### src/rtl/alu_cmd_issuer_pkg.sv
// Shared definitions for the accumulator-ALU command issuer: opcodes, strobe
// vector layout and FSM state encoding.
package alu_cmd_issuer_pkg;

  localparam int OP_W    = 4;
  localparam int NUM_STB = 11;

  // Opcode value doubles as the bit index of its strobe in the one-hot vector
  localparam logic [OP_W-1:0] OP_LOAD  = 4'd0;
  localparam logic [OP_W-1:0] OP_ADD   = 4'd1;
  localparam logic [OP_W-1:0] OP_SUB   = 4'd2;
  localparam logic [OP_W-1:0] OP_MULT  = 4'd3;
  localparam logic [OP_W-1:0] OP_AND   = 4'd4;
  localparam logic [OP_W-1:0] OP_OR    = 4'd5;
  localparam logic [OP_W-1:0] OP_XOR   = 4'd6;
  localparam logic [OP_W-1:0] OP_NOT   = 4'd7;
  localparam logic [OP_W-1:0] OP_CLEAR = 4'd8;
  localparam logic [OP_W-1:0] OP_ON    = 4'd9;
  localparam logic [OP_W-1:0] OP_OFF   = 4'd10;

  typedef enum logic [2:0] {
    ST_INIT,
    ST_IDLE,
    ST_ISSUE,
    ST_CAPTURE,
    ST_RESP
  } state_e;

  function automatic logic op_is_legal(input logic [OP_W-1:0] op);
    return op <= OP_OFF;
  endfunction

endpackage

### src/rtl/alu_cmd_issuer_op_decode.sv
// Combinational opcode decoder: one-hot strobe vector indexed by opcode, plus
// an illegal flag for the unused opcode space.
module alu_op_decode
  import alu_cmd_issuer_pkg::*;
(
  input  logic [OP_W-1:0]    op_i,
  output logic [NUM_STB-1:0] stb_o,
  output logic               illegal_o
);

  always_comb begin
    stb_o     = '0;
    illegal_o = !op_is_legal(op_i);
    for (int i = 0; i < NUM_STB; i++) begin
      stb_o[i] = (op_i == OP_W'(i));
    end
  end

endmodule

### src/rtl/alu_cmd_issuer.sv
// Replays valid/ready commands as single-cycle one-hot ALU strobes, then
// captures the ALU's registered result onto a valid/ready response port.
module alu_cmd_issuer
  import alu_cmd_issuer_pkg::*;
#(
  parameter int n = 8
) (
  input  logic            clk,
  input  logic            rst,
  input  logic            cmd_valid,
  output logic            cmd_ready,
  input  logic [3:0]      cmd_op,
  input  logic [n-1:0]    cmd_data,
  output logic            rsp_valid,
  input  logic            rsp_ready,
  output logic [n-1:0]    rsp_data,
  output logic            rsp_err,
  output logic            rsp_pwr,
  output logic [n-1:0]    alu_in,
  output logic            alu_rst,
  output logic            alu_on,
  output logic            alu_off,
  output logic            alu_add,
  output logic            alu_sub,
  output logic            alu_mult,
  output logic            alu_andd,
  output logic            alu_orr,
  output logic            alu_xorr,
  output logic            alu_nott,
  output logic            alu_load,
  input  logic [n-1:0]    alu_out
);

  state_e               state_q, state_d;
  logic [NUM_STB-1:0]   stb_dec;
  logic                 illegal;
  logic [NUM_STB-1:0]   stb_q;
  logic [n-1:0]         data_q;
  logic                 pwr_q;
  logic [n-1:0]         rsp_data_q;
  logic                 rsp_err_q;
  logic                 rsp_pwr_q;
  logic [NUM_STB-1:0]   stb_out;

  // The command is decoded at acceptance, so only the one-hot vector is held
  alu_op_decode u_dec (
    .op_i      (cmd_op),
    .stb_o     (stb_dec),
    .illegal_o (illegal)
  );

  always_ff @(posedge clk or negedge rst) begin
    if (!rst) state_q <= ST_INIT;
    else      state_q <= state_d;
  end

  always_ff @(posedge clk or negedge rst) begin
    if (!rst) begin
      stb_q      <= '0;
      data_q     <= '0;
      pwr_q      <= 1'b0;
      rsp_data_q <= '0;
      rsp_err_q  <= 1'b0;
      rsp_pwr_q  <= 1'b0;
    end else begin
      case (state_q)
        ST_INIT: pwr_q <= 1'b1;
        ST_IDLE: begin
          if (cmd_valid) begin
            stb_q  <= stb_dec;
            data_q <= cmd_data;
            if (illegal) begin
              rsp_data_q <= '0;
              rsp_err_q  <= 1'b1;
              rsp_pwr_q  <= pwr_q;
            end
          end
        end
        ST_ISSUE: begin
          // Shadow of the ALU's power latch, which rst also forces on
          if (stb_q[OP_ON] || stb_q[OP_CLEAR]) pwr_q <= 1'b1;
          else if (stb_q[OP_OFF])               pwr_q <= 1'b0;
        end
        ST_CAPTURE: begin
          rsp_data_q <= alu_out;
          rsp_pwr_q  <= pwr_q;
          rsp_err_q  <= 1'b0;
        end
        default: ;
      endcase
    end
  end

  always_comb begin
    state_d = state_q;
    case (state_q)
      ST_INIT:    state_d = ST_IDLE;
      ST_IDLE:    if (cmd_valid) state_d = illegal ? ST_RESP : ST_ISSUE;
      ST_ISSUE:   state_d = ST_CAPTURE;
      ST_CAPTURE: state_d = ST_RESP;
      ST_RESP:    if (rsp_ready) state_d = ST_IDLE;
      default:    state_d = ST_INIT;
    endcase
  end

  // INIT is the reset state, so its rst strobe is gated to stay low in reset
  always_comb begin
    cmd_ready = (state_q == ST_IDLE);
    rsp_valid = (state_q == ST_RESP);
    stb_out   = (state_q == ST_ISSUE) ? stb_q : '0;
    alu_in    = (state_q == ST_ISSUE) ? data_q : '0;
    alu_rst   = stb_out[OP_CLEAR] | ((state_q == ST_INIT) & rst);
    alu_on    = stb_out[OP_ON];
    alu_off   = stb_out[OP_OFF];
    alu_load  = stb_out[OP_LOAD];
    alu_add   = stb_out[OP_ADD];
    alu_sub   = stb_out[OP_SUB];
    alu_mult  = stb_out[OP_MULT];
    alu_andd  = stb_out[OP_AND];
    alu_orr   = stb_out[OP_OR];
    alu_xorr  = stb_out[OP_XOR];
    alu_nott  = stb_out[OP_NOT];
    rsp_data  = rsp_data_q;
    rsp_err   = rsp_err_q;
    rsp_pwr   = rsp_pwr_q;
  end

endmodule
### config.mk
export PLATFORM = sky130hd
export DESIGN_NAME = alu_cmd_issuer
export DESIGN_NICKNAME = d
export VERILOG_FILES = /design/src/rtl/alu_cmd_issuer_pkg.sv /design/src/rtl/alu_cmd_issuer_op_decode.sv /design/src/rtl/alu_cmd_issuer.sv
export SDC_FILE = /design/constraint.sdc
export NUM_CORES = 1
export LEC_CHECK = 0
export CORE_ASPECT_RATIO = 2
export CORE_MARGIN = 3
export CORE_UTILIZATION = 46
export CTS_BUF_LIST = sky130_fd_sc_hd__clkbuf_4 sky130_fd_sc_hd__clkbuf_8
export CTS_CLUSTER_DIAMETER = 150
export DETAILED_ROUTE_END_ITERATION = 8
export PLACE_DENSITY = 0.82
export SLEW_MARGIN = 20
export SYNTH_ARGS = -nofsm -noshare
export SYNTH_HDL_FRONTEND = slang
export SYNTH_SLANG_ARGS = --single-unit
export TNS_END_PERCENT = 100
### constraint.sdc
create_clock -name clk -period 1.6 [get_ports clk]
set_input_delay 0.32 -clock clk [delete_from_list [all_inputs] [get_ports clk]]
set_output_delay 0.32 -clock clk [all_outputs]
set_load 0.05 [all_outputs]
# After elaboration in Yosys (flattened, before gate mapping)
# Cells that the tools add are included.
# classes
n_reduce_logical	9
n_bitwise	2
n_mux	18
eq_ne	18
n_lt_le_gt_ge	1
# op_table
operator	count
$mux 8	3
$eq 4x3->1 const B	4
$pmux 8 s2	1
$pmux 3 s5	1
$eq 4x4->1 const B	3
$mux 11	1
$mux 3	3
$eq 4x2->1 const B	2
$eq 3x2->1 const B	2
$mux 1	6
$pmux 1 s2	3
$reduce_and 2->1	3
$eq 4x1->1 const B	1
$le 4x4->1 const B	1
$logic_not 4->1	1
$ne 2x2->1 const B	2
$reduce_bool 2->1	2
$eq 3x1->1 const B	1
$eq 3x3->1 const B	1
$logic_not 3->1	1
$ne 3x3->1 const B	1
$reduce_and 3->1	1
$ne 2x1->1 const B	1
$and 1x1->1	1
2 further kinds	2
# totals
input_bits	24
reg_bits	33
wordCells	55

# Logic depth before layout (Yosys ltp)
# Gate-level depths: netlist of run 1.
# depth
depth_word	4
mapped_depth	6
depth_no_buf	4

# Hierarchy
# Synthesis of run 1 repeated with hierarchy kept, for this count alone.
# hier_totals
hier_cells	127
area_unflattened_um2	1561.5
# modules_own_cells
module	area_per_inst_um2	seq_area_each_um2	n_inst	cells_per_inst
alu_cmd_issuer	1451.4	825.8	1	109
alu_op_decode	110.1	0.0	1	18

# Least setup slack after synthesis of run 1
# OpenSTA, ideal clock, no wires.
# synth_timing
kind	flip-flop to output port
startpoint	register state_q[1]
endpoint	output port alu_rst
t_required_ps	1280
path_slack_ps	-367
stages_incl_launch_ff	4
t_arrival_ps	1647
path_buffers	1
path_cell_list	dfrtp_1 buf_6 mux2i_1 nor3_1
# synth_between
elab_chain_len	3
# synth_rtl
item	line_no	rtl
start: declaration	alu_cmd_issuer.sv:34	state_e state_q, state_d;
start signal: assignment	alu_cmd_issuer.sv:54	else state_q <= state_d;
$eq 3x2->1 / $logic_not 3->1 (equally long branches)	alu_cmd_issuer.sv:110, alu_cmd_issuer.sv:112	
$mux 11 / $and 1x1->1 (equally long branches)	alu_cmd_issuer.sv:110, alu_cmd_issuer.sv:112	
$or 1x1->1 *	alu_cmd_issuer.sv:112	alu_rst = stb_out[OP_CLEAR] | ((state_q == ST_INIT) & rst);
end: declaration	alu_cmd_issuer.sv:20	output logic alu_rst,
# Mark *: on every way between the ends. The rest lies on a longest branch, timed or not.

# Worst setup path in the final report of run 1
# layout_timing
startpoint	register state_q[2]
endpoint	output port alu_in[7]
# layout_between
elab_chain_len	2
# layout_rtl
item	line_no	rtl
$eq 3x2->1	alu_cmd_issuer.sv:111	alu_in = (state_q == ST_ISSUE) ? data_q : '0;
$mux 8	alu_cmd_issuer.sv:111	
end: declaration	alu_cmd_issuer.sv:19	output logic [n-1:0] alu_in,
# Every way passes these cells.

==> summary.md, run 1 <==
* 218 — Cells after DPL
* dfrtp_1 — cell type with the highest aggregate area in the netlist
* 0 — final count of pins violating max slew
* 0.861 — gp weighted congestion
* yes — clock tree from TritonCTS
* met2 — layer carrying the most global-route usage
* 86.9 um — die height
* clkbuf_8 — library cell used as clock root buffer
* primary output — crit end category
* 0.722 — headroom to the max-slew limit
* 0.539 — share of final-layout standard cells stronger than drive strength 1
* 0 — number of buffers inserted for hold repair after clock tree synthesis
* 1.49 mV — peak supply drop
* 1.42 ns — data arrival at the endpoint of the critical path
* 7020 um — global-route wire length before repair
* 0.07 ns — clock-pin slew on the worst setup and hold paths
* dfrtp_1 — most frequently used flop master after synthesis
* 0.00305 mm^2 — core region area
* negative setup slack — violations in the final reports
* 0.00462 W — overall power after layout
* 3100 um — hpwl dp
* true — setup repair after global routing missed its margin
* 0 — number of maximum-capacitance violations
* 4 — drt pass-1 iters
* flip-flop — kind of launch point of the worst setup path
* 0.574 GHz — maximum clock frequency
* 117 — number of filler instances in the final layout
* 1.28 ns — required time reported for the critical path endpoint
* -0.142 ns — least setup slack across all paths after layout
* 5 — number of buffers added by the clock tree synthesis step
* 0 — Yosys warning count
* 0 — final hold violation count
* 0.428 — Global Route met2 Usage
* 0.494 — starting density of the core
* 2 — H-tree depth
* 0 — Antenna Nets Post-Route
* 31 x dfrtp_1, 25 x buf_4, 22 x clkdlybuf4s50_1, 22 x buf_12, 18 x and3_4 — commonest non-fill, non-tap cells in the layout
* 22.1 um — wire length per cell after detailed routing
* 11.7 um^2 — mean cell area of the mapped netlist
* 29 — post-synth cell types
* 28 — floorplan row count
* 1.25 nW — static leakage
* 1680 mW/mm^2 — Power per Cell Area
* finished, violations left — outcome
* 1.09 — share of the cycle needed by the critical path after routing
* 0.548 — post-synthesis sequential area ratio
* 0 — number of antenna violations at the first check in global routing
* 153 — syn_nets
* 1394 — count of vias placed by the detailed router
* 0.548 — share of the synthesized area in the top cell type
* 5220 um — aggregate routed wire length
* 30 — number of setup violations in the final report
* 0 — final antenna diode count
* 0.00404 mm^2 — die outline area
* 0.00299 ns — worst clock skew
* 0.29 ns — Clock Latency Late Sink
* reg -> out — path type of the worst setup path
* dfrtp_1 — most common library cell in the layout ignoring fill and taps
* 33 — synthesis-stage register bit count
* 41 — initial drt markers
* 5.91 — number of vias per cell after detailed routing
* 2 — maximum number of buffers from clock root to sink
* 129 — Gate Count Post-Synth
* 0 — number of design rule violations left after detail routing
* 46.5 um — chip width
* 0.418 ns — transition time of the tightest slew-check pin
* 0 — remaining global-route overflow
* 1479 — via count of the first global-routing pass
* in -> async — Hold Path Class
* 0.264 — GRT met1 Usage
* 236 — final std cells w/o fill
* 33 — Sinks on Clock Net
* 0.0600 — met3 Resource Use GR
* 55 — count of pins on the block boundary
* 229 — number of nets at the end of the flow
* 34 — maximum number of pins on one net before global-route repair
* 0 — number of enable flip-flop cells after synthesis
* 54 — Buffers on Ports
* 0.248 — total track usage
* 82.1% — Layout area overhead
* 1.74 ns — final critical path time including I/O delays and setup
* 1.00 — share of flip-flops with an asynchronous set or reset
* 0.00151 mm^2 — cell area after technology mapping
* 7 — worst-path maximum fanout
* dfrtp_1 55%, and3_1 7.9%, mux2_2 6.0% — cells taking the most area after synthesis
Yosys cell counts, types with 3 or more instances:
cell type  count
a22o_1         9
and3_1        19
clkbuf_1       5
dfrtp_1       33
mux2_2         8
nand2_1       14
nand2b_1       4
nor2_1         3
o31ai_1        5
o41ai_1        3
cell families (layout without fill, tap and decap cells):
| kind of cell | count (synthesis) | count (layout) | share of synthesized area |
|---|---|---|---|
| AO/OA/AOI/OAI | 28 | 28 | 0.161 |
| buffers and inverters | 11 | 88 | 0.0390 |
| flip-flops | 33 | 33 | 0.548 |
| multiplexers | 10 | 10 | 0.0764 |
| AND/OR/NAND/NOR | 47 | 47 | 0.175 |
area by class of cell:
cell class                 instances  area [um^2]  share of cell area
timing repair buffer              78          975               0.355
sequential                        33          828               0.302
multi-input combinational         85          808               0.295
clock buffer                       6         76.3              0.0278
tap                               30         37.5              0.0137
clock inverter                     2         10.0             0.00365
inverter                           2         7.51             0.00274
metrics by stage:
step	setup TNS, ns	setup slack, ns	util	hold slack, ns	area, um^2
final	-2.72	-0.142	0.900	0.273	2740
after global placement	-1.05	-0.123	0.778	0.457	2370
after detailed placement	-1.55	-0.153	0.778	0.477	2370
after floorplan	-1.48	-0.105	-	0.0244	1540
after global routing	-4.52	-0.195	0.900	0.298	2740
after CTS	-1.85	-0.110	0.850	0.266	2590
per-layer routing:
metal / share of wire / routed length (um) / vias up
met5: 0 / 0 / -
met4: 0.031 / 162 / 0
met3: 0.057 / 296 / 16
met2: 0.56 / 2910 / 57
met1: 0.35 / 1850 / 693
li1: - / - / 628
worst max-delay path: stages (launching register included):
cell and delay, ns:
dfrtp_1 0.42, nor2_4 0.20, buf_6 0.17, and3_4 0.21, buf_12 0.13
repair_timing:
| action | in CTS | in global routing |
|---|---|---|
| endpoints found under the hold margin | 0 | 0 |
| endpoints found under the setup margin | 21 | 46 |
| setup buffers | 5 | 2 |
| gates cloned | 1 | 2 |
| pin swaps | 8 | 1 |
| resized for setup | 28 | 17 |
state kept, by name, indices dropped and copies added, names as in the netlist:
signal / cells
rsp_data: 8
stb_q: 11
rsp_err: 1
pwr_q: 1
rsp_pwr: 1
state_q: 3
data_q: 8
report_power, final:
group          switching, W  internal, W
clock              0.000315     0.000318
combinational       0.00140      0.00121
sequential         0.000227      0.00115
worst paths after layout:
| check | start | to | slack [ns] | cells past startpoint |
|---|---|---|---|---|
| min reg2reg | stb_q[1]$_DFFE_PN0P_ | stb_q[1]$_DFFE_PN0P_ | 0.50 | 2 |
| min | rst | rsp_data[0]$_DFFE_PN0P_ | 0.27 | 2 |
| max in group asynchronous | rst | state_q[0]$_DFFE_PN0P_ | 1.00 | 2 |
| min in group clk | stb_q[1]$_DFFE_PN0P_ | stb_q[1]$_DFFE_PN0P_ | 0.50 | 2 |
| max reg2reg | state_q[2]$_DFFE_PN0P_ | stb_q[8]$_DFFE_PN0P_ | -0.06 | 6 |
| max | state_q[2]$_DFFE_PN0P_ | alu_in[7] | -0.14 | 4 |
No activity file was read; power rests on OpenSTA's default activity.
==> inputs of run 2 (changes only) <==
--- a/config.mk
+++ b/config.mk
@@ -6,7 +6,7 @@
 export NUM_CORES = 1
 export LEC_CHECK = 0
 export CORE_ASPECT_RATIO = 2
-export CORE_MARGIN = 3
+export CORE_MARGIN = 1.5
 export CORE_UTILIZATION = 46
 export CTS_BUF_LIST = sky130_fd_sc_hd__clkbuf_4 sky130_fd_sc_hd__clkbuf_8
 export CTS_CLUSTER_DIAMETER = 150
==> run 2 against run 1 <==
Effect of this change:
- the flow still finishes with violations (negative setup slack)
- combinational power fell by 7%
- fmax rose by 2.3%
- critical endpoint is now alu_xorr
- clock-buffer cell count rose by 1
- core utilization fell by 4.6 points
- total power fell by 3.5%
- non-clock buffer count fell by 4
- clock power rose by 2%
- largest power group unchanged
- design area fell by 1.7%
- sequential cell count did not move
- worst setup slack improved by 0.039 ns
- largest cell class unchanged
- sequential power barely moved
- clock skew rose by 0.0039 ns
==> summary.md, run 2 (synthesis results as in run 1) <==
* 4 — critical path depth in cells, unchanged
* 4 — drt pass-1 iters, unchanged
* data_q[7]$_DFFE_PN0P_ — worst reg2reg endpoint
* 830 um^2 — Storage cell area, +0.15%
* state_q[0]$_DFFE_PN0P_ — R2R Path Start
* nor2_4 -> buf_6 -> and3_4 -> buf_12 — cell breakdown of the critical path
* 2930 um — hpwl dp, -5.5%
* negative setup slack — violations in the final reports
* 0 — final count of pins violating max slew, unchanged
* 5.81 — number of vias per cell after detailed routing, -1.6%
* 0.00365 mm^2 — die outline area, -9.7%
* 1650 mW/mm^2 — Power per Cell Area, -1.8%
* flip-flop — kind of launch point of the worst setup path
* 0.00316 mm^2 — core region area, +3.6%
* 23 — number of setup violations in the final report, -23%
* 1.70 ns — final critical path time including I/O delays and setup, -0.0390 ns
* -1.80 ns — Sum Neg Setup Slack, +0.924 ns
* 34 — maximum number of pins on one net before global-route repair, unchanged
* 0.587 GHz — maximum clock frequency, +2.3%
* 2 — maximum number of buffers from clock root to sink, unchanged
* 7200 um — global-route wire length before repair, +2.5%
* clkbuf_8 — library cell used as clock root buffer
* 0.06 ns — clock-pin slew on the worst setup and hold paths, about the same
* 2 — H-tree depth, unchanged
* 1.23 nW — static leakage, -1.4%
* 0.29 ns — Clock Latency Late Sink, about the same
* primary output — crit end category
* 1348 — count of vias placed by the detailed router, -3.3%
* 1478 — via count of the first global-routing pass, -0.068%
* 83.9 um — die height, -3.5%
* 1.38 ns — data arrival at the endpoint of the critical path, -0.04 ns
* true — setup repair after global routing missed its margin
* 0 — number of buffers inserted for hold repair after clock tree synthesis, unchanged
* dfrtp_1 — most common library cell in the layout ignoring fill and taps
* 0.266 — total track usage, +0.0177
* 29 — floorplan row count, +3.6%
* 2 — crit path buf inv count, unchanged
* 0 — final antenna diode count, unchanged
* 54 — Buffers on Ports, unchanged
* 0 — remaining global-route overflow, unchanged
* 225 — number of nets at the end of the flow, -1.7%
* -0.103 ns — least setup slack across all paths after layout, +0.0390 ns
* 55 — count of pins on the block boundary, unchanged
* 1.53 mV — peak supply drop, +3.3%
* 796 um^2 — multi-input gate area in the final layout, -1.5%
* 0 — number of maximum-capacitance violations, unchanged
* 43.5 um — chip width, -6.5%
* 14 — initial drt markers, -66%
* 0.422 ns — transition time of the tightest slew-check pin, +0.00473 ns
* 0.477 — starting density of the core, -0.0170
* 0.517 — share of final-layout standard cells stronger than drive strength 1, -0.0214
* 0 ns — setup slack of the most critical reg-to-reg path, +0.06 ns
* 1.28 ns — required time reported for the critical path endpoint, about the same
* 143 — number of filler instances in the final layout, +22%
* 0 — number of antenna violations at the first check in global routing, unchanged
* 78.9% — Layout area overhead
* 0.00236 mm^2 — Placed Area, -0.58%
* 0 — final hold violation count, unchanged
* 0.00684 ns — worst clock skew, +0.00385 ns
* finished, violations left — outcome
* 1.06 — share of the cycle needed by the critical path after routing, -0.0244
* 0.00270 mm^2 — Layout Cell Area excl Fill, -1.7%
* in -> async — Hold Path Class
* 0.718 — headroom to the max-slew limit, -0.00316
* 4440 um — aggregate routed wire length, -15%
* 19.1 um — wire length per cell after detailed routing, -13%
* 0.879 — gp weighted congestion, +2.1%
* 33 — Sinks on Clock Net, unchanged
* 30 x dfrtp_1, 24 x buf_4, 22 x clkdlybuf4s50_1, 22 x buf_12, 18 x and3_4 — commonest non-fill, non-tap cells in the layout
* yes — clock tree from TritonCTS
* 7 — worst-path maximum fanout, unchanged
* dfrtp_2 — standard cell with the maximum stage delay on the critical path
* 11 — flip-flop count of the largest register after layout, unchanged
* 0.43 ns — largest stage delay on the critical path, about the same
* flip-flops — cell class contributing the biggest share of worst-path delay
* reg -> out — path type of the worst setup path
* 6 — FF-to-FF path depth, unchanged
* stb_q — register ranked first by flip-flop count
* 0 — number of design rule violations left after detail routing, unchanged
* 0 — Antenna Nets Post-Route, unchanged
* 5 — number of buffers added by the clock tree synthesis step, unchanged
[run 2: worst max path at each step]
| stage | start | end | slack, ns |
|---|---|---|---|
| 5_1_grt | state_q[2]$_DFFE_PN0P_ | alu_in[4] | -0.13 |
| 3_3_place_gp | cmd_op[0] | rsp_pwr$_DFFE_PN0P_ | -0.10 |
| 4_1_cts | state_q[2]$_DFFE_PN0P_ | alu_in[3] | -0.09 |
| 3_5_place_dp | cmd_op[0] | rsp_pwr$_DFFE_PN0P_ | -0.14 |
| 6_report | state_q[2]$_DFFE_PN0P_ | alu_xorr | -0.10 |
| 2_1_floorplan | state_q[1]$_DFFE_PN0P_ | stb_q[4]$_DFFE_PN0P_ | -0.10 |
[run 2: final cells by class]
class / instances / share of cell area
flip-flops and latches: 33 / 0.308
well taps: 31 / 0.0144
repair buffers: 74 / 0.346
multi-input cells: 85 / 0.295
inverters: 2 / 0.00279
clock buffers: 7 / 0.0334
[run 2: worst register-to-register path, delay by kind of cell (launching register included)]
family | cells | cell delay, ns
DFF | 1 | 0.43
buffers and inverters | 3 | 0.47
muxes | 1 | 0.33
and+or+nand+nor | 2 | 0.26
[run 2: timing repair]
item / in CTS / in global routing
buffers inserted: 5 / 0
pin swaps: 10 / 4
resized for setup: 30 / 10
setup endpoints to repair: 20 / 44
gates cloned: 1 / 2
endpoints found under the hold margin: 0 / 0
[run 2: metal layers]
layer | vias up | track usage | part of all wire
li1 | 618 | - | -
met1 | 659 | 0.287 | 0.35
met2 | 57 | 0.469 | 0.56
met3 | 14 | 0.0584 | 0.053
met4 | 0 | 0.118 | 0.041
met5 | - | 0 | 0
[run 2: where the power goes]
group          switching (W)  internal (W)  total, W  leakage [nW]
combinational        0.00131       0.00113   0.00244         0.770
clock               0.000289      0.000358  0.000646        0.0477
sequential          0.000218       0.00115   0.00137         0.413
[run 2: stage by stage]
stage / util / power [W] / cells / hold WS [ns] / setup WS (ns)
final: 0.854 / 0.00445 / 232 / 0.261 / -0.103
after global routing: 0.854 / 0.00467 / 232 / 0.309 / -0.132
after CTS: 0.818 / 0.00428 / 230 / 0.277 / -0.0948
after detailed placement: 0.747 / 0.00339 / 217 / 0.458 / -0.136
after global placement: 0.747 / 0.00331 / 217 / 0.453 / -0.103
after floorplan: - / 0.00258 / 129 / 0.0244 / -0.105
==> inputs of run 3 (changes only) <==
--- a/config.mk
+++ b/config.mk
@@ -10,6 +10,7 @@
 export CORE_UTILIZATION = 46
 export CTS_BUF_LIST = sky130_fd_sc_hd__clkbuf_4 sky130_fd_sc_hd__clkbuf_8
 export CTS_CLUSTER_DIAMETER = 150
+export CTS_CLUSTER_SIZE = 28
 export DETAILED_ROUTE_END_ITERATION = 8
 export PLACE_DENSITY = 0.82
 export SLEW_MARGIN = 20
==> results of run 3 <==
Same layout as run 2: the final DEF is identical, and so are final timing and power.
